[config.mk]
export PLATFORM = sky130hd
export DESIGN_NAME = plic_claim_ctrl
export DESIGN_NICKNAME = d
export VERILOG_FILES = /design/src/rtl/plic_claim_ctrl_pkg.sv /design/src/rtl/fifo_v3.sv /design/src/rtl/plic_claim_ctrl_rr.sv /design/src/rtl/plic_claim_ctrl.sv
export SDC_FILE = /design/constraint.sdc
export NUM_CORES = 1
export LEC_CHECK = 0
export ABC_AREA = 0
export BUFFER_PORTS_ARGS = -buffer_cell sky130_fd_sc_hd__buf_4
export CELL_PAD_IN_SITES_DETAIL_PLACEMENT = 1
export CELL_PAD_IN_SITES_GLOBAL_PLACEMENT = 1
export CORE_UTILIZATION = 42
export DETAILED_ROUTE_END_ITERATION = 10
export GPL_ROUTABILITY_DRIVEN = 0
export PLACE_DENSITY = 0.92
export SLEW_MARGIN = 5
export SYNTH_ARGS = -nofsm -noshare
export SYNTH_HDL_FRONTEND = slang
export SYNTH_SLANG_ARGS = --single-unit
[constraint.sdc]
create_clock -name clk_i -period 3.2 [get_ports clk_i]
set_input_delay 0.64 -clock clk_i [delete_from_list [all_inputs] [get_ports clk_i]]
set_output_delay 0.64 -clock clk_i [all_outputs]
set_load 0.05 [all_outputs]
[src/rtl/plic_claim_ctrl_pkg.sv]
// Shared types and constants for the PLIC claim/complete engine.
// Holds the bus FSM state enum, holdoff/retry constants, default reg-bus structs and the address helper.
package plic_claim_ctrl_pkg;

    typedef enum logic [1:0] {
        ST_IDLE,
        ST_CLAIM,
        ST_CMPL
    } bus_state_e;

    // Cycles a target waits after a claim before it may be claimed again.
    localparam logic [1:0] HoldoffCycles = 2'd3;
    localparam logic [1:0] RetryLimit    = 2'd3;

    typedef struct packed {
        logic        valid;
        logic        write;
        logic [31:0] addr;
        logic [31:0] wdata;
        logic [3:0]  wstrb;
    } plic_reg_req_t;

    typedef struct packed {
        logic        ready;
        logic [31:0] rdata;
        logic        error;
    } plic_reg_rsp_t;

    function automatic logic [31:0] cc_addr(input logic [31:0] base,
                                            input logic [31:0] stride,
                                            input logic [31:0] idx);
        return base + stride * idx;
    endfunction

endpackage

[src/rtl/fifo_v3.sv]
// Generic synchronous FIFO, registered storage, no fall-through.
// Latency: push visible on data_o one cycle later; push while full is taken only alongside a pop.
module fifo_v3 #(
    parameter int unsigned DATA_WIDTH = 8,
    parameter int unsigned DEPTH      = 4
) (
    input  logic                  clk_i,
    input  logic                  rst_ni,
    input  logic                  flush_i,
    output logic                  full_o,
    output logic                  empty_o,
    input  logic [DATA_WIDTH-1:0] data_i,
    input  logic                  push_i,
    output logic [DATA_WIDTH-1:0] data_o,
    input  logic                  pop_i
);
    localparam int unsigned AW = (DEPTH > 1) ? $clog2(DEPTH) : 1;

    logic [DATA_WIDTH-1:0] mem_q [DEPTH];
    logic [AW-1:0]         rd_ptr_q, wr_ptr_q;
    logic [AW:0]           cnt_q;
    logic                  do_push, do_pop;

    assign full_o  = (cnt_q == (AW+1)'(DEPTH));
    assign empty_o = (cnt_q == '0);
    assign data_o  = mem_q[rd_ptr_q];
    assign do_pop  = pop_i && !empty_o;
    assign do_push = push_i && (!full_o || pop_i);

    always_ff @(posedge clk_i or negedge rst_ni) begin
        if (!rst_ni) begin
            rd_ptr_q <= '0;
            wr_ptr_q <= '0;
            cnt_q    <= '0;
        end else if (flush_i) begin
            rd_ptr_q <= '0;
            wr_ptr_q <= '0;
            cnt_q    <= '0;
        end else begin
            if (do_push) wr_ptr_q <= wr_ptr_q + 1'b1;
            if (do_pop)  rd_ptr_q <= rd_ptr_q + 1'b1;
            if (do_push && !do_pop)      cnt_q <= cnt_q + 1'b1;
            else if (do_pop && !do_push) cnt_q <= cnt_q - 1'b1;
        end
    end

    always_ff @(posedge clk_i) begin
        if (do_push) mem_q[wr_ptr_q] <= data_i;
    end

endmodule

[src/rtl/plic_claim_ctrl_rr.sv]
// Round-robin picker: lowest requester at or after the pointer wins.
// Combinational grant; pointer moves past the winner when the grant is taken.
module plic_claim_ctrl_rr #(
    parameter int unsigned N = 2,
    localparam int unsigned IdxW = (N > 1) ? $clog2(N) : 1
) (
    input  logic            clk_i,
    input  logic            rst_ni,
    input  logic [N-1:0]    req,
    input  logic            advance,
    output logic            valid,
    output logic [IdxW-1:0] idx
);
    logic [IdxW-1:0] ptr_q;
    logic [IdxW:0]   cand;

    always_comb begin
        valid = 1'b0;
        idx   = '0;
        cand  = '0;
        for (int unsigned i = 0; i < N; i++) begin
            cand = {1'b0, ptr_q} + (IdxW+1)'(i);
            if (cand >= (IdxW+1)'(N)) cand = cand - (IdxW+1)'(N);
            if (!valid && req[cand[IdxW-1:0]]) begin
                valid = 1'b1;
                idx   = cand[IdxW-1:0];
            end
        end
    end

    always_ff @(posedge clk_i or negedge rst_ni) begin
        if (!rst_ni)      ptr_q <= '0;
        else if (advance) ptr_q <= (idx == IdxW'(N-1)) ? '0 : idx + 1'b1;
    end

endmodule

[src/rtl/plic_claim_ctrl.sv]
// Claims PLIC IDs per target over the reg bus, queues them, and writes completions back.
// Latency: irq/completion to bus valid 1 cycle when idle; claim handshake to id_valid_o 1 cycle.
// Backpressure: reg_req_o held until ready; full queue blocks claims; full holding reg drops cpl_ready_o. Option: PLIC_CLAIM_CTRL_RETRY_EN.
module plic_claim_ctrl
    import plic_claim_ctrl_pkg::*;
#(
    parameter int unsigned NumTarget  = 2,
    parameter int unsigned SrcW       = 7,
    parameter int unsigned FifoDepth  = 4,
    parameter logic [31:0] CcBaseAddr = 32'h0,
    parameter logic [31:0] CcStride   = 32'h4,
    parameter type         reg_req_t  = plic_reg_req_t,
    parameter type         reg_rsp_t  = plic_reg_rsp_t
) (
    input  logic                 clk_i,
    input  logic                 rst_ni,
    input  logic [NumTarget-1:0] irq_i,
    output reg_req_t             reg_req_o,
    input  reg_rsp_t             reg_rsp_i,
    output logic [NumTarget-1:0] id_valid_o,
    input  logic [NumTarget-1:0] id_ready_i,
    output logic [SrcW-1:0]      id_o [NumTarget],
    input  logic [NumTarget-1:0] cpl_valid_i,
    output logic [NumTarget-1:0] cpl_ready_o,
    input  logic [SrcW-1:0]      cpl_id_i [NumTarget]
);
    localparam int unsigned IdxW = (NumTarget > 1) ? $clog2(NumTarget) : 1;

    bus_state_e            state_q, state_d;
    reg_req_t              req_q;
    logic [IdxW-1:0]       cur_q;
    logic [1:0]            holdoff_q [NumTarget];
    logic [NumTarget-1:0]  cpl_full_q;
    logic [SrcW-1:0]       cpl_id_q [NumTarget];

    logic [NumTarget-1:0]  fifo_full, fifo_empty, push_id, pop_id;
    logic [NumTarget-1:0]  cpl_acc, cpl_req, claim_req;
    logic                  cpl_gnt_vld, clm_gnt_vld;
    logic [IdxW-1:0]       cpl_gnt_idx, clm_gnt_idx, sel_idx;
    logic [SrcW-1:0]       cpl_id_sel;
    logic                  issue_cpl, issue_claim, done, hs, retry;
    logic                  claim_done, cmpl_done;
    logic                  unused_rdata;

    assign hs           = req_q.valid && reg_rsp_i.ready;
    assign claim_done   = done && (state_q == ST_CLAIM);
    assign cmpl_done    = done && (state_q == ST_CMPL);
    assign unused_rdata = ^reg_rsp_i.rdata;

    // A completion offered this cycle is eligible immediately, bypassing the holding register.
    assign cpl_acc     = cpl_valid_i & ~cpl_full_q;
    assign cpl_req     = cpl_full_q | cpl_acc;
    assign cpl_ready_o = ~cpl_full_q;
    assign id_valid_o  = ~fifo_empty;
    assign sel_idx     = issue_cpl ? cpl_gnt_idx : clm_gnt_idx;
    assign cpl_id_sel  = cpl_full_q[cpl_gnt_idx] ? cpl_id_q[cpl_gnt_idx] : cpl_id_i[cpl_gnt_idx];

`ifdef PLIC_CLAIM_CTRL_RETRY_EN
    logic [1:0] retry_q;
    assign retry = reg_rsp_i.error && (retry_q != RetryLimit);

    always_ff @(posedge clk_i or negedge rst_ni) begin
        if (!rst_ni)  retry_q <= '0;
        else if (hs)  retry_q <= retry ? retry_q + 2'd1 : 2'd0;
    end
`else
    assign retry = 1'b0;
`endif

    plic_claim_ctrl_rr #(.N(NumTarget)) i_rr_cpl (
        .clk_i   (clk_i),
        .rst_ni  (rst_ni),
        .req     (cpl_req),
        .advance (issue_cpl),
        .valid   (cpl_gnt_vld),
        .idx     (cpl_gnt_idx)
    );

    plic_claim_ctrl_rr #(.N(NumTarget)) i_rr_claim (
        .clk_i   (clk_i),
        .rst_ni  (rst_ni),
        .req     (claim_req),
        .advance (issue_claim),
        .valid   (clm_gnt_vld),
        .idx     (clm_gnt_idx)
    );

    always_ff @(posedge clk_i or negedge rst_ni) begin
        if (!rst_ni) state_q <= ST_IDLE;
        else         state_q <= state_d;
    end

    always_comb begin
        state_d     = state_q;
        issue_cpl   = 1'b0;
        issue_claim = 1'b0;
        done        = 1'b0;
        case (state_q)
            ST_IDLE: begin
                if (cpl_gnt_vld) begin
                    issue_cpl = 1'b1;
                    state_d   = ST_CMPL;
                end else if (clm_gnt_vld) begin
                    issue_claim = 1'b1;
                    state_d     = ST_CLAIM;
                end
            end
            ST_CLAIM, ST_CMPL: begin
                if (hs && !retry) begin
                    done    = 1'b1;
                    state_d = ST_IDLE;
                end
            end
            default: state_d = ST_IDLE;
        endcase
    end

    // A retry keeps the request asserted unchanged, so it reissues without re-arbitration.
    always_ff @(posedge clk_i or negedge rst_ni) begin
        if (!rst_ni) begin
            req_q <= '0;
            cur_q <= '0;
        end else if (issue_cpl || issue_claim) begin
            req_q.valid <= 1'b1;
            req_q.write <= issue_cpl;
            req_q.addr  <= cc_addr(CcBaseAddr, CcStride, 32'(sel_idx));
            req_q.wdata <= issue_cpl ? 32'(cpl_id_sel) : 32'h0;
            req_q.wstrb <= '0;
            if (issue_cpl) req_q.wstrb <= '1;
            cur_q <= sel_idx;
        end else if (done) begin
            req_q.valid <= 1'b0;
        end
    end

    assign reg_req_o = req_q;

    for (genvar t = 0; t < NumTarget; t++) begin : g_tgt
        localparam logic [IdxW-1:0] T = IdxW'(t);

        assign claim_req[t] = irq_i[t] && !fifo_full[t] && (holdoff_q[t] == 2'd0);
        assign push_id[t]   = claim_done && (cur_q == T) && !reg_rsp_i.error &&
                              (reg_rsp_i.rdata[SrcW-1:0] != '0);
        assign pop_id[t]    = id_ready_i[t] && !fifo_empty[t];

        always_ff @(posedge clk_i or negedge rst_ni) begin
            if (!rst_ni) begin
                holdoff_q[t]  <= '0;
                cpl_full_q[t] <= 1'b0;
                cpl_id_q[t]   <= '0;
            end else begin
                if (claim_done && (cur_q == T)) holdoff_q[t] <= HoldoffCycles;
                else if (holdoff_q[t] != 2'd0)   holdoff_q[t] <= holdoff_q[t] - 2'd1;

                if (cmpl_done && (cur_q == T)) begin
                    cpl_full_q[t] <= 1'b0;
                end else if (cpl_acc[t]) begin
                    cpl_full_q[t] <= 1'b1;
                    cpl_id_q[t]   <= cpl_id_i[t];
                end
            end
        end

        fifo_v3 #(
            .DATA_WIDTH (SrcW),
            .DEPTH      (FifoDepth)
        ) i_id_fifo (
            .clk_i   (clk_i),
            .rst_ni  (rst_ni),
            .flush_i (1'b0),
            .full_o  (fifo_full[t]),
            .empty_o (fifo_empty[t]),
            .data_i  (reg_rsp_i.rdata[SrcW-1:0]),
            .push_i  (push_id[t]),
            .data_o  (id_o[t]),
            .pop_i   (pop_id[t])
        );
    end

endmodule

==> results of run 1 <==
-- sequential cells by signal, summed over array words and instances (netlist names) --
name                      flops
g_tgt.i_id_fifo.cnt_q         6
state_q                       2
reg_req_o                     9
cpl_full_q                    2
g_tgt.i_id_fifo.rd_ptr_q      4
i_rr_claim.ptr_q              1
cur_q                         1
g_tgt.i_id_fifo.mem_q        56
cpl_id_q                     14
g_tgt.i_id_fifo.wr_ptr_q      4
i_rr_cpl.ptr_q                1
holdoff_q                     4
-- layout make-up --
class | instances | area [sq um] | share of cell area
flip-flops and latches | 104 | 2880 | 0.506
multi-input cells | 239 | 1830 | 0.321
repair buffers | 63 | 473 | 0.0831
clock buffers | 10 | 229 | 0.0402
well taps | 143 | 179 | 0.0314
inverters | 16 | 60.1 | 0.0105
clock inverters | 6 | 41.3 | 0.00725
-- metrics by stage --
| stage | setup slack (ps) | util |
|---|---|---|
| final | 470 | 0.490 |
| after global routing | 273 | 0.490 |
| after CTS | 447 | 0.490 |
| after detailed placement | 340 | 0.467 |
| after global placement | 443 | 0.467 |
| after floorplan | 702 | - |
-- routing by layer --
metal / global-route usage / vias to the layer above
li1: - / 1313
met1: 0.192 / 1416
met2: 0.290 / 89
met3: 0.0446 / 13
met4: 0.0489 / 0
met5: 0 / -
-- cell families (layout without fill, tap and decap cells) --
logic type / Yosys count / count (layout)
AND/OR/NAND/NOR: 79 / 79
other: 1 / 56
AO/OA/AOI/OAI: 25 / 25
buffers and inverters: 85 / 95
XOR/XNOR: 14 / 14
flip-flops: 104 / 104
adder cells (fa/ha/maj): 17 / 17
multiplexers: 48 / 48
-- path summary, 6_finish.rpt --
kind | from | to | depth (start not counted)
worst max-delay path | state_q[0] | g_tgt[0].i_id_fifo.cnt_q[2] | 11
worst min-delay path | rst_ni | cpl_id_q[11] | 1
worst max register to register | state_q[0] | g_tgt[0].i_id_fifo.cnt_q[2] | 11
worst min register to register | g_tgt[0].i_id_fifo.cnt_q[2] | g_tgt[0].i_id_fifo.cnt_q[2] | 1
max in group asynchronous | rst_ni | g_tgt[0].i_id_fifo.cnt_q[1] | 1
min in group clk_i | g_tgt[0].i_id_fifo.cnt_q[2] | g_tgt[0].i_id_fifo.cnt_q[2] | 1
-- where the power goes --
group	leakage [nW]	internal (mW)	switching, mW	total (mW)
Combinational	1.20	0.0501	0.205	0.255
Sequential	1.12	1.43	0.0122	1.45
Clock	0.134	0.532	0.473	1.00
-- Yosys cell counts (3+ instances only) --
cell	instances
a21oi_1	4
and2_1	9
buf_2	3
buf_4	61
dfrtp_1	48
edfxtp_1	56
ha_1	15
inv_1	15
mux2_1	3
mux2_2	24
mux2i_1	7
mux4_2	14
nand2_1	40
nand3_1	4
nor2_1	11
o211ai_1	7
o21ai_0	5
or3_1	3
xnor2_1	8
xor2_1	6
-- worst register-to-register path, delay by kind of cell (launching register included) --
kind	cells	cell delay (ps)
fa+ha+maj	3	1000
simple gates	4	790
xor+xnor	2	320
buf+inv	2	150
flops	1	380
==> impl_results.rst, run 1 <==
.. list-table::
   :header-rows: 1

   * - Metric
     - Value
   * - Setup slack of the most critical reg-to-reg path
     - 470 ps
   * - Power per Cell Area
     - between 400 and 500 nW/um^2
   * - Worst hold slack
     - approximately 320 ps
   * - Post-Synthesis Cells
     - between 300 and 400
   * - Die outline height
     - between 100 and 150 um
   * - Relative slew slack
     - 0.570
   * - Sequential element share of the synthesized area
     - 0.567
   * - Setup skew after layout
     - 6.92 ps
   * - Most common flop cell mapped by yosys
     - edfxtp_1
   * - Period utilisation layout
     - 0.853
   * - Sum of met3 wire segment lengths after detailed routing
     - roughly 580 um
   * - Leading post-synthesis cells by cell area
     - edfxtp_1 33%, dfrtp_1 24%, buf_4 9.0%, mux4_2 6.2%, mux2_2 5.3%
   * - Max frequency
     - roughly 370 MHz
   * - Area delta synth->final
     - 12.1%
   * - Number of placed cells counting well taps
     - 565
   * - Number of fill cells in the layout
     - 1219
   * - Mux share of post-synthesis cell area
     - 0.136
   * - Worst min-delay path class
     - in2async
   * - Post-layout nets
     - around 500
   * - Largest stage delay on the critical path
     - 430 ps
   * - Pin count of the biggest net entering global routing
     - 49
   * - Cell Rows
     - 39
   * - Number of antenna violations at the first check in global routing
     - 0
   * - Remaining antenna violation count
     - 0
   * - Cell Count, Final, Fillers Out
     - around 580
   * - Number of buffers inserted by hold repair at cts
     - 0
   * - Yosys reg bits
     - 104
   * - Top cell type by total area after synthesis
     - edfxtp_1
   * - Area share of and/or/nand/nor cells after synthesis
     - 0.0754
   * - Met1 Routed Length
     - approximately 3800 um
   * - Kind of cell with the highest combined delay on the critical path
     - adder cells
   * - Most frequent standard cell in the layout excluding fill and tap cells
     - buf_4
   * - Max-Cap Viols
     - 0
   * - Setup-failing EPs final
     - 0
   * - Port bufs
     - 62
   * - First DRT Iteration DRCs
     - 127
   * - Hold Violations, Final
     - 0
   * - Drt first pass iters
     - 7
   * - Compound-Gate Fraction of Synth Area
     - 0.0387
   * - Adder and majority gate portion of the synthesized area
     - 0.0448
   * - Bufs and invs on worst path
     - 2
   * - Top fanout value on the critical path
     - 7
   * - Leakage power of the design
     - approximately 2.5 nW
   * - Count of warnings emitted by yosys
     - 0
   * - Endpoint class of the critical path
     - flip-flop
   * - Leading cell types in the layout, fill and taps excluded
     - 63 x buf_4, 56 x conb_1, 56 x edfxtp_1, 48 x dfrtp_1, 40 x nand2_1
   * - Post-DR vias/cell
     - 4.87
   * - Via count of the first global-routing pass
     - around 3000
   * - Synth Area in XOR/XNOR
     - 0.0241
   * - Clock buffer depth
     - 2
   * - Power consumption
     - between 2 and 3 mW
   * - Antenna Diode Count
     - 0
   * - Endpoint arrival time on the critical path
     - around 3000 ps
   * - CP max-delay cell
     - fa_1
   * - Number of post-CTS setup repair buffers
     - 0
   * - I/O pin count
     - around 140
   * - Chip Width
     - between 100 and 150 um
   * - Clk Tree Root Cell
     - clkbuf_16
   * - Post-route design area
     - between 5000 and 6000 sq um
   * - Total length of routed wires
     - ~9600 um
   * - Post-synthesis cell type count
     - 45
   * - Combinational family with the most area after synthesis
     - multiplexers
   * - Count of instances resized after the clock tree is built
     - 0
   * - Die area
     - about 13000 sq um
   * - Critical Path RT
     - 3460 ps
   * - Fraction of registers with async set or reset after synthesis
     - 0.462
   * - Wire length of the first global-routing pass
     - 15600 um
   * - Number of enable-type register cells in the synthesized netlist
     - 56
   * - Min cycle time layout
     - approximately 2700 ps
   * - Crit Path Class
     - reg2reg
   * - Slew Limit Fails
     - 0
   * - Cell chain of the critical path
     - inv_1 -> ha_1 -> and3_4 -> nand3b_1 -> nor2_2 -> ha_1 -> inv_1 -> fa_1 -> xor2_1 -> nor2_1 -> xor2_1
   * - Inserted Clock Buffers
     - 9
   * - CP startpoint kind
     - flip-flop
   * - Share of post-route cells with drive strength above 1
     - 0.279
   * - WL met2
     - between 5000 and 6000 um
   * - Post-synthesis average cell area
     - 13.6 sq um
   * - Starting utilization of the core area
     - 0.438
   * - Fraction of post-synthesis cell area in the top cell type by area
     - 0.331
   * - Grt total ovfl
     - 0
   * - CTS HTree Levels
     - 3
   * - Clock network latency to the later pin of the worst-skew pair
     - approximately 340 ps
   * - Standard cell core area
     - between 10000 and 15000 sq um
   * - Area after DPL
     - between 5000 and 6000 sq um
   * - Clock Pin Slew Worst Setup and Hold Paths
     - 70 ps
   * - Run status
     - finished, violations left
   * - Clock tree from TritonCTS
     - built
   * - VDD IR max
     - about 0.00026 V
   * - Violated checks
     - design-rule violations
   * - Highest metal layer used by the detailed router
     - met4
   * - Half-perimeter wire length of the detailed placement result
     - 7350 um
   * - Pin slew with the least headroom to its limit
     - 645 ps
   * - Total number of vias
     - around 2800
   * - Residual DRC
     - 5
   * - Post-Syn Area
     - 5080 sq um
   * - Num Clock Sinks
     - about 100
   * - Routed wirelength normalized by instance count
     - 16.6 um
   * - RSZ-0062 raised after global routing
     - false
   * - Total Routing Usage GR
     - 0.163
   * - Sum Neg Setup Slack
     - 0 ps
(Power assumes the default switching activity.)
==> run 2: changes to the inputs <==
--- a/config.mk
+++ b/config.mk
@@ -12,7 +12,7 @@
 export CORE_UTILIZATION = 42
 export DETAILED_ROUTE_END_ITERATION = 10
 export GPL_ROUTABILITY_DRIVEN = 0
-export PLACE_DENSITY = 0.92
+export PLACE_DENSITY_LB_ADDON = 0.15
 export SLEW_MARGIN = 5
 export SYNTH_ARGS = -nofsm -noshare
 export SYNTH_HDL_FRONTEND = slang
==> run 2 against run 1 <==
  * The run still ends with design-rule violations left
  * Wire length down 4.9%
  * Sequential power about the same
  * Hold slack worse by 15 ps
  * Via count down 1.8%
  * Worst setup slack improved by 31 ps
  * Critical path depth unchanged
  * Largest power group unchanged
==> impl_results.rst, run 2 (synthesized netlist as in run 1, its figures left out) <==
.. list-table::
   :header-rows: 1

   * - Metric
     - Value
   * - Run status
     - finished, violations left
   * - Violated checks
     - design-rule violations
   * - Via count of the first global-routing pass
     - roughly 2900
   * - Endpoint arrival time on the critical path
     - approximately 3000 ps
   * - Share of post-route cells with drive strength above 1
     - 0.285
   * - Worst flop-to-flop path endpoint
     - g_tgt[0].i_id_fifo.cnt_q[2]
   * - Antenna Diode Count
     - 0
   * - Routed wirelength normalized by instance count
     - about 16 um
   * - Hold Violations, Final
     - 0
   * - Min cycle time layout
     - between 2000 and 3000 ps
   * - Total Routing Usage GR
     - 0.158
   * - Largest register FFs
     - between 50 and 60
   * - Period utilisation layout
     - 0.844
   * - WL met2
     - just under 5000 um
   * - Pin slew with the least headroom to its limit
     - around 660 ps
   * - Max-Cap Viols
     - 0
   * - Post-layout nets
     - 506
   * - Setup-failing EPs final
     - 0
   * - Highest metal layer used by the detailed router
     - met4
   * - Total number of vias
     - ~2800
   * - Sum of met3 wire segment lengths after detailed routing
     - between 400 and 500 um
   * - Count of instances resized after the clock tree is built
     - 0
   * - Post-DR vias/cell
     - around 4.8
   * - Cell Count, Final, Fillers Out
     - 581
   * - Slew Limit Fails
     - 0
   * - Clock Pin Slew Worst Setup and Hold Paths
     - roughly 70 ps
   * - Most frequent standard cell in the layout excluding fill and tap cells
     - buf_4
   * - Clk Tree Root Cell
     - clkbuf_16
   * - Post-route design area
     - between 5000 and 6000 sq um
   * - CP startpoint kind
     - flip-flop
   * - Clock network latency to the later pin of the worst-skew pair
     - between 300 and 400 ps
   * - Leading cell types in the layout, fill and taps excluded
     - 63 x buf_4, 56 x conb_1, 56 x edfxtp_1, 48 x dfrtp_1, 40 x nand2_1
   * - Sum Neg Setup Slack
     - 0 ps
   * - Chip Width
     - ~110 um
   * - RSZ-0062 raised after global routing
     - false
   * - Crit Path Class
     - reg2reg
   * - Setup slack of the most critical reg-to-reg path
     - between 500 and 600 ps
   * - Depth of the worst register-to-register path
     - 11
   * - Remaining antenna violation count
     - 0
   * - I/O pin count
     - around 140
   * - First DRT Iteration DRCs
     - 96
   * - Half-perimeter wire length of the detailed placement result
     - 6570 um
   * - Pin count of the biggest net entering global routing
     - 49
   * - Max frequency
     - 370 MHz
   * - CP max-delay cell
     - fa_1
   * - Residual DRC
     - 8
   * - Grt total ovfl
     - 0
   * - Pre-CTS setup slack
     - approximately 280 ps
   * - Met1 Routed Length
     - 3680 um
   * - Bufs and invs on worst path
     - 2
   * - Standard cell core area
     - about 12000 sq um
   * - Port bufs
     - 62
   * - Worst min-delay path class
     - in2async
   * - Top fanout value on the critical path
     - 7
   * - Critical Path RT
     - about 3500 ps
   * - Number of buffers inserted by hold repair at cts
     - 0
   * - Worst hold slack
     - ~300 ps
   * - VDD IR max
     - between 0.0003 and 0.0004 V
   * - Endpoint class of the critical path
     - flip-flop
   * - Number of antenna violations at the first check in global routing
     - 0
   * - Starting utilization of the core area
     - 0.438
   * - Wire length of the first global-routing pass
     - ~15000 um
   * - Kind of cell with the highest combined delay on the critical path
     - adder cells
   * - Area delta synth->final
     - 13.4%
   * - Leakage power of the design
     - 2.48 nW
   * - Inserted Clock Buffers
     - 9
   * - Power consumption
     - between 2 and 3 mW
   * - Setup skew after layout
     - between 8 and 9 ps
   * - Largest stage delay on the critical path
     - roughly 430 ps
   * - CTS HTree Levels
     - 3
   * - Relative slew slack
     - 0.558
   * - Number of post-CTS setup repair buffers
     - 0
   * - Number of placed cells counting well taps
     - about 570
   * - Die area
     - 12500 sq um
   * - Area after DPL
     - 5420 sq um
   * - Power per Cell Area
     - 505 nW/um^2
   * - Drt first pass iters
     - 7
   * - Cell chain of the critical path
     - inv_1 -> ha_1 -> and3_4 -> nand3b_1 -> nor2_2 -> ha_1 -> inv_1 -> fa_1 -> xor2_1 -> nor2_1 -> xor2_1
   * - Die outline height
     - around 110 um
   * - Clock buffer depth
     - 2
   * - Reg with most FFs
     - g_tgt.i_id_fifo.mem_q
   * - Cell Rows
     - 39
   * - Total length of routed wires
     - ~9000 um
   * - Startpoint of the worst-slack reg-to-reg timing path
     - state_q[0]
   * - Num Clock Sinks
     - about 100
   * - Core utilization of the finished layout
     - 0.496
   * - Setup ws final
     - between 500 and 600 ps
   * - Clock tree from TritonCTS
     - built
==> run 2: cell count changes in the layout (fill, tap and decap cells not counted) <==
cell and delta:
clkinv_1 -2, bufinv_16 +2, clkinv_2 -1, clkbuf_1 -1, inv_6 -1, clkinv_4 +1, clkinv_8 +1, clkinvlp_4 +1
==> run 2: cell type report <==
class,instances,area [sq um]
fill,1209,5850
tap,143,179
clock buffer,9,225
multi-input combinational,239,1830
sequential,104,2880
clock inverter,7,113
timing repair buffer,63,473
inverter,16,60.1
==> run 2: worst max-delay path by stage <==
stage	startpoint	end	slack, ps	cells after the start
floorplan	reg_req_o[69]	g_tgt[1].i_id_fifo.cnt_q[2]	700	9
global placement	reg_rsp_i[1]	g_tgt[0].i_id_fifo.cnt_q[2]	360	11
detailed placement	reg_rsp_i[1]	g_tgt[0].i_id_fifo.cnt_q[2]	280	11
CTS	state_q[0]	g_tgt[0].i_id_fifo.cnt_q[2]	450	11
global route	state_q[0]	g_tgt[0].i_id_fifo.cnt_q[2]	250	11
finish	state_q[0]	g_tgt[0].i_id_fifo.cnt_q[2]	500	11
==> run 2: layer usage <==
metal  GRT usage  vias up
met5           0        -
met4      0.0507        0
met3      0.0479        7
met2       0.275       73
met1       0.186     1389
li1            -     1312
==> run 2: worst reg2reg max path: stages (launching register included) <==
cell      delay, ps
dfrtp_1         380
inv_1            80
ha_1            320
and3_4          200
nand3b_1        170
nor2_2          280
ha_1            240
inv_1            70
fa_1            430
xor2_1          170
nor2_1          110
xor2_1          170
==> run 2: power by group <==
part	switching (mW)	total, mW	internal (mW)
Combinational	0.202	0.252	0.0500
Clock	0.513	1.22	0.702
Sequential	0.0102	1.44	1.43
==> run 3: changes to the inputs <==
--- a/config.mk
+++ b/config.mk
@@ -5,11 +5,11 @@
 export SDC_FILE = /design/constraint.sdc
 export NUM_CORES = 1
 export LEC_CHECK = 0
-export ABC_AREA = 0
+export ABC_AREA = 1
 export BUFFER_PORTS_ARGS = -buffer_cell sky130_fd_sc_hd__buf_4
 export CELL_PAD_IN_SITES_DETAIL_PLACEMENT = 1
 export CELL_PAD_IN_SITES_GLOBAL_PLACEMENT = 1
-export CORE_UTILIZATION = 42
+export CORE_UTILIZATION = 36
 export DETAILED_ROUTE_END_ITERATION = 10
 export GPL_ROUTABILITY_DRIVEN = 0
 export PLACE_DENSITY_LB_ADDON = 0.15
==> constraint.sdc (replaced) <==
create_clock -name clk_i -period 2.4 [get_ports clk_i]
set_input_delay 0.48 -clock clk_i [delete_from_list [all_inputs] [get_ports clk_i]]
set_output_delay 0.48 -clock clk_i [all_outputs]
set_load 0.05 [all_outputs]
==> run 3 against run 2 <==
  * The flow now finishes without violations
  * Synthesized area increased by 2.3%
  * Via count increased by 35%
  * Global-route usage increased by 1.0 points
  * Cell area up 7.3%
  * Core utilization shrank 5.4 points
  * Die area grew 19%
  * Clock power rose by 16%
  * Sequential power grew 72%
  * Critical path type unchanged
  * Critical endpoint unchanged
==> impl_results.rst, run 3 <==
.. list-table::
   :header-rows: 1

   * - Metric
     - Value
   * - Hold Violations, Final
     - 0
   * - Largest stage delay on the critical path
     - around 360 ps
   * - Sequential cell area
     - about 2900 sq um
   * - Post-Synthesis Cells
     - 549
   * - Half-perimeter wire length of the detailed placement result
     - around 8500 um
   * - Clock network latency to the later pin of the worst-skew pair
     - approximately 360 ps
   * - Most common flop cell mapped by yosys
     - edfxtp_1
   * - Post-layout nets
     - roughly 710
   * - Setup slack of the most critical reg-to-reg path
     - approximately 150 ps
   * - Most frequent standard cell in the layout excluding fill and tap cells
     - nand2_1
   * - Beginning of the critical path
     - state_q[1]
   * - Sequential element share of the synthesized area
     - 0.555
   * - Port bufs
     - 62
   * - Relative slew slack
     - 0.587
   * - Grt total ovfl
     - 0
   * - Fraction of post-synthesis cell area in the top cell type by area
     - 0.324
   * - Worst hold slack
     - 135 ps
   * - First DRT Iteration DRCs
     - 179
   * - I/O pin count
     - between 100 and 150
   * - Startpoint of the worst-slack reg-to-reg timing path
     - state_q[1]
   * - VDD IR max
     - ~0.00063 V
   * - Share of post-route cells with drive strength above 1
     - 0.210
   * - Crit Path Class
     - reg2reg
   * - CP startpoint kind
     - flip-flop
   * - Depth of the worst register-to-register path
     - 14
   * - Critical Path RT
     - 2640 ps
   * - Post-DR vias/cell
     - between 4 and 5
   * - Largest register FFs
     - 56
   * - Mux share of post-synthesis cell area
     - 0
   * - Clock Pin Slew Worst Setup and Hold Paths
     - roughly 70 ps
   * - Yosys reg bits
     - around 100
   * - Remaining antenna violation count
     - 0
   * - Post-Syn Area
     - between 5000 and 6000 sq um
   * - Cell Rows
     - 43
   * - Count of warnings emitted by yosys
     - 0
   * - Number of logic stages on the critical path including buffering
     - 14
   * - Adder and majority gate portion of the synthesized area
     - 0.0438
   * - Antenna Diode Count
     - 0
   * - Top fanout value on the critical path
     - 3
   * - Power per Cell Area
     - roughly 1200 nW/um^2
   * - Pin count of the biggest net entering global routing
     - 49
   * - Leading cell types in the layout, fill and taps excluded
     - 111 x nand2_1, 98 x buf_4, 56 x conb_1, 56 x edfxtp_1
   * - Sum Neg Setup Slack
     - 0 ps
   * - Slew Limit Fails
     - 0
   * - Compound-Gate Fraction of Synth Area
     - 0.0792
   * - Synth Area in XOR/XNOR
     - 0.0135
   * - Endpoint class of the critical path
     - flip-flop
   * - Min cycle time layout
     - 2250 ps
   * - Fraction of registers with async set or reset after synthesis
     - 0.462
   * - Num Clock Sinks
     - approximately 100
   * - Number of enable-type register cells in the synthesized netlist
     - 56
   * - Inserted Clock Buffers
     - 9
   * - Clock buffer depth
     - 2
   * - Area delta synth->final
     - 19.0%
   * - Worst setup path end
     - g_tgt[0].i_id_fifo.cnt_q[2]
   * - Clk Tree Root Cell
     - clkbuf_16
   * - Setup skew after layout
     - 7.59 ps
   * - Die outline height
     - roughly 120 um
   * - Bufs and invs on worst path
     - 3
   * - Number of antenna violations at the first check in global routing
     - 0
   * - Via count of the first global-routing pass
     - between 3000 and 4000
   * - Most common cell in the netlist
     - nand2_1
   * - Total length of routed wires
     - approximately 12000 um
   * - Area taken by multi-input logic gates
     - between 1500 and 2000 sq um
   * - Combinational family with the most area after synthesis
     - simple AND/OR/NAND/NOR gates
   * - CP max-delay cell
     - dfrtp_1
   * - Standard cell core area
     - 14000 sq um
   * - Endpoint arrival time on the critical path
     - 2490 ps
   * - Worst flop-to-flop path endpoint
     - g_tgt[0].i_id_fifo.cnt_q[2]
   * - Top post-synthesis cells by count
     - 113 x nand2_1, 62 x buf_4, 58 x inv_1
   * - Post-route design area
     - between 6000 and 7000 sq um
   * - Max frequency
     - 445 MHz
   * - Area share of and/or/nand/nor cells after synthesis
     - 0.165
   * - Cell with the most instances on the worst path
     - inv_2
   * - Run status
     - completed
   * - Clock tree from TritonCTS
     - built
   * - Setup-failing EPs final
     - 0
   * - Max-Cap Viols
     - 0
   * - Total number of vias
     - around 3800
   * - Chip Width
     - 122 um
   * - Kind of cell with the highest combined delay on the critical path
     - adder cells
   * - Cell chain of the critical path
     - inv_2 -> ha_4 -> nand3_2 -> nor2_4 -> nand2_2 -> nor2_1 -> nand2_1 -> inv_2 -> ha_4 -> inv_2 -> fa_2 -> a21oi_2 -> o21ai_2 -> xor2_1
   * - Area after DPL
     - 5800 sq um
   * - Wire length of the first global-routing pass
     - 18700 um
   * - CTS HTree Levels
     - 3
   * - Pin slew with the least headroom to its limit
     - just over 600 ps
   * - Power consumption
     - 7.33 mW
   * - Die area
     - about 15000 sq um
   * - Reg with most FFs
     - g_tgt.i_id_fifo.mem_q
   * - Worst min-delay path class
     - in2async
   * - Total Routing Usage GR
     - 0.168
   * - Number of fill cells in the layout
     - 1625
   * - Post-synthesis average cell area
     - roughly 9.5 sq um
   * - Residual DRC
     - 0
   * - Top cell type by total area after synthesis
     - edfxtp_1
   * - Leading post-synthesis cells by cell area
     - edfxtp_1 32%, dfrtp_1 23%, buf_4 9.0%, nand2_1 8.2%, o21ai_0 4.8%
   * - Period utilisation layout
     - 0.936
   * - Post-synthesis cell type count
     - 26
   * - Starting utilization of the core area
     - 0.372
   * - Routed wirelength normalized by instance count
     - about 14 um
   * - Leakage power of the design
     - 2.90 nW
   * - Drt first pass iters
     - 4
-- run 3: cell count changes after synthesis, moves of 7 or more --
cell      change
inv_1        +43
o211ai_1      -7
nand2_1      +73
nor2_1       +43
mux4_2       -14
nand3_1      +37
mux2_2       -24
and2_1        -9
o21ai_0      +45
o22ai_1      +13
mux2i_1       -7
-- run 3: stage by stage --
step	setup WS [ps]	instances	util
after detailed placement	-127	803	0.415
after global routing	-0.534	824	0.442
after CTS	15.0	822	0.439
after global placement	-35.8	803	0.415
final	154	824	0.442
after floorplan	-6.18	604	-
-- run 3: kinds of logic after synthesis --
family / count (synthesis)
other: 1
flip-flops: 104
AND/OR/NAND/NOR: 211
XOR/XNOR: 8
buffers and inverters: 133
AO/OA/AOI/OAI: 75
adder cells (fa/ha/maj): 17
-- run 3: cell type report --
cell class,instances,area share
sequential,104,0.466
tap,180,0.0364
clock inverter,6,0.00850
multi-input combinational,367,0.297
clock buffer,10,0.0370
timing repair buffer,98,0.119
inverter,59,0.0358
-- run 3: power breakdown --
group          switching, mW  internal (mW)
Sequential             0.269           2.21
Combinational           2.40           1.04
Clock                  0.692          0.719
Total                   3.36           3.97
-- run 3: timing repair --
item	4_1_cts	5_1_grt
pin swaps	2	5
resized for setup	8	13
setup buffers	3	2
hold buffers	0	0
endpoints found under the setup margin	2	4
-- run 3: how the worst min path moves through the flow --
stage / from / endpoint / slack (ps) / cells past startpoint
6_report: rst_ni / reg_req_o[2] / 130 / 1
5_1_grt: rst_ni / reg_req_o[2] / 190 / 1
4_1_cts: rst_ni / reg_req_o[2] / 160 / 1
3_5_place_dp: cpl_id_q[13] / cpl_id_q[13] / 480 / 2
3_3_place_gp: cpl_id_q[8] / cpl_id_q[8] / 470 / 2
2_1_floorplan: rst_ni / cpl_full_q[0] / 180 / 0
-- run 3: per-layer routing --
metal | up-vias | wire length [um] | part of all wire | global-route usage
met3 | 13 | 470 | 0.040 | 0.0290
li1 | 1850 | - | - | -
met2 | 82 | 5950 | 0.51 | 0.305
met4 | 0 | 190 | 0.016 | 0.0663
met5 | - | 0 | 0 | 0
met1 | 1814 | 5030 | 0.43 | 0.194
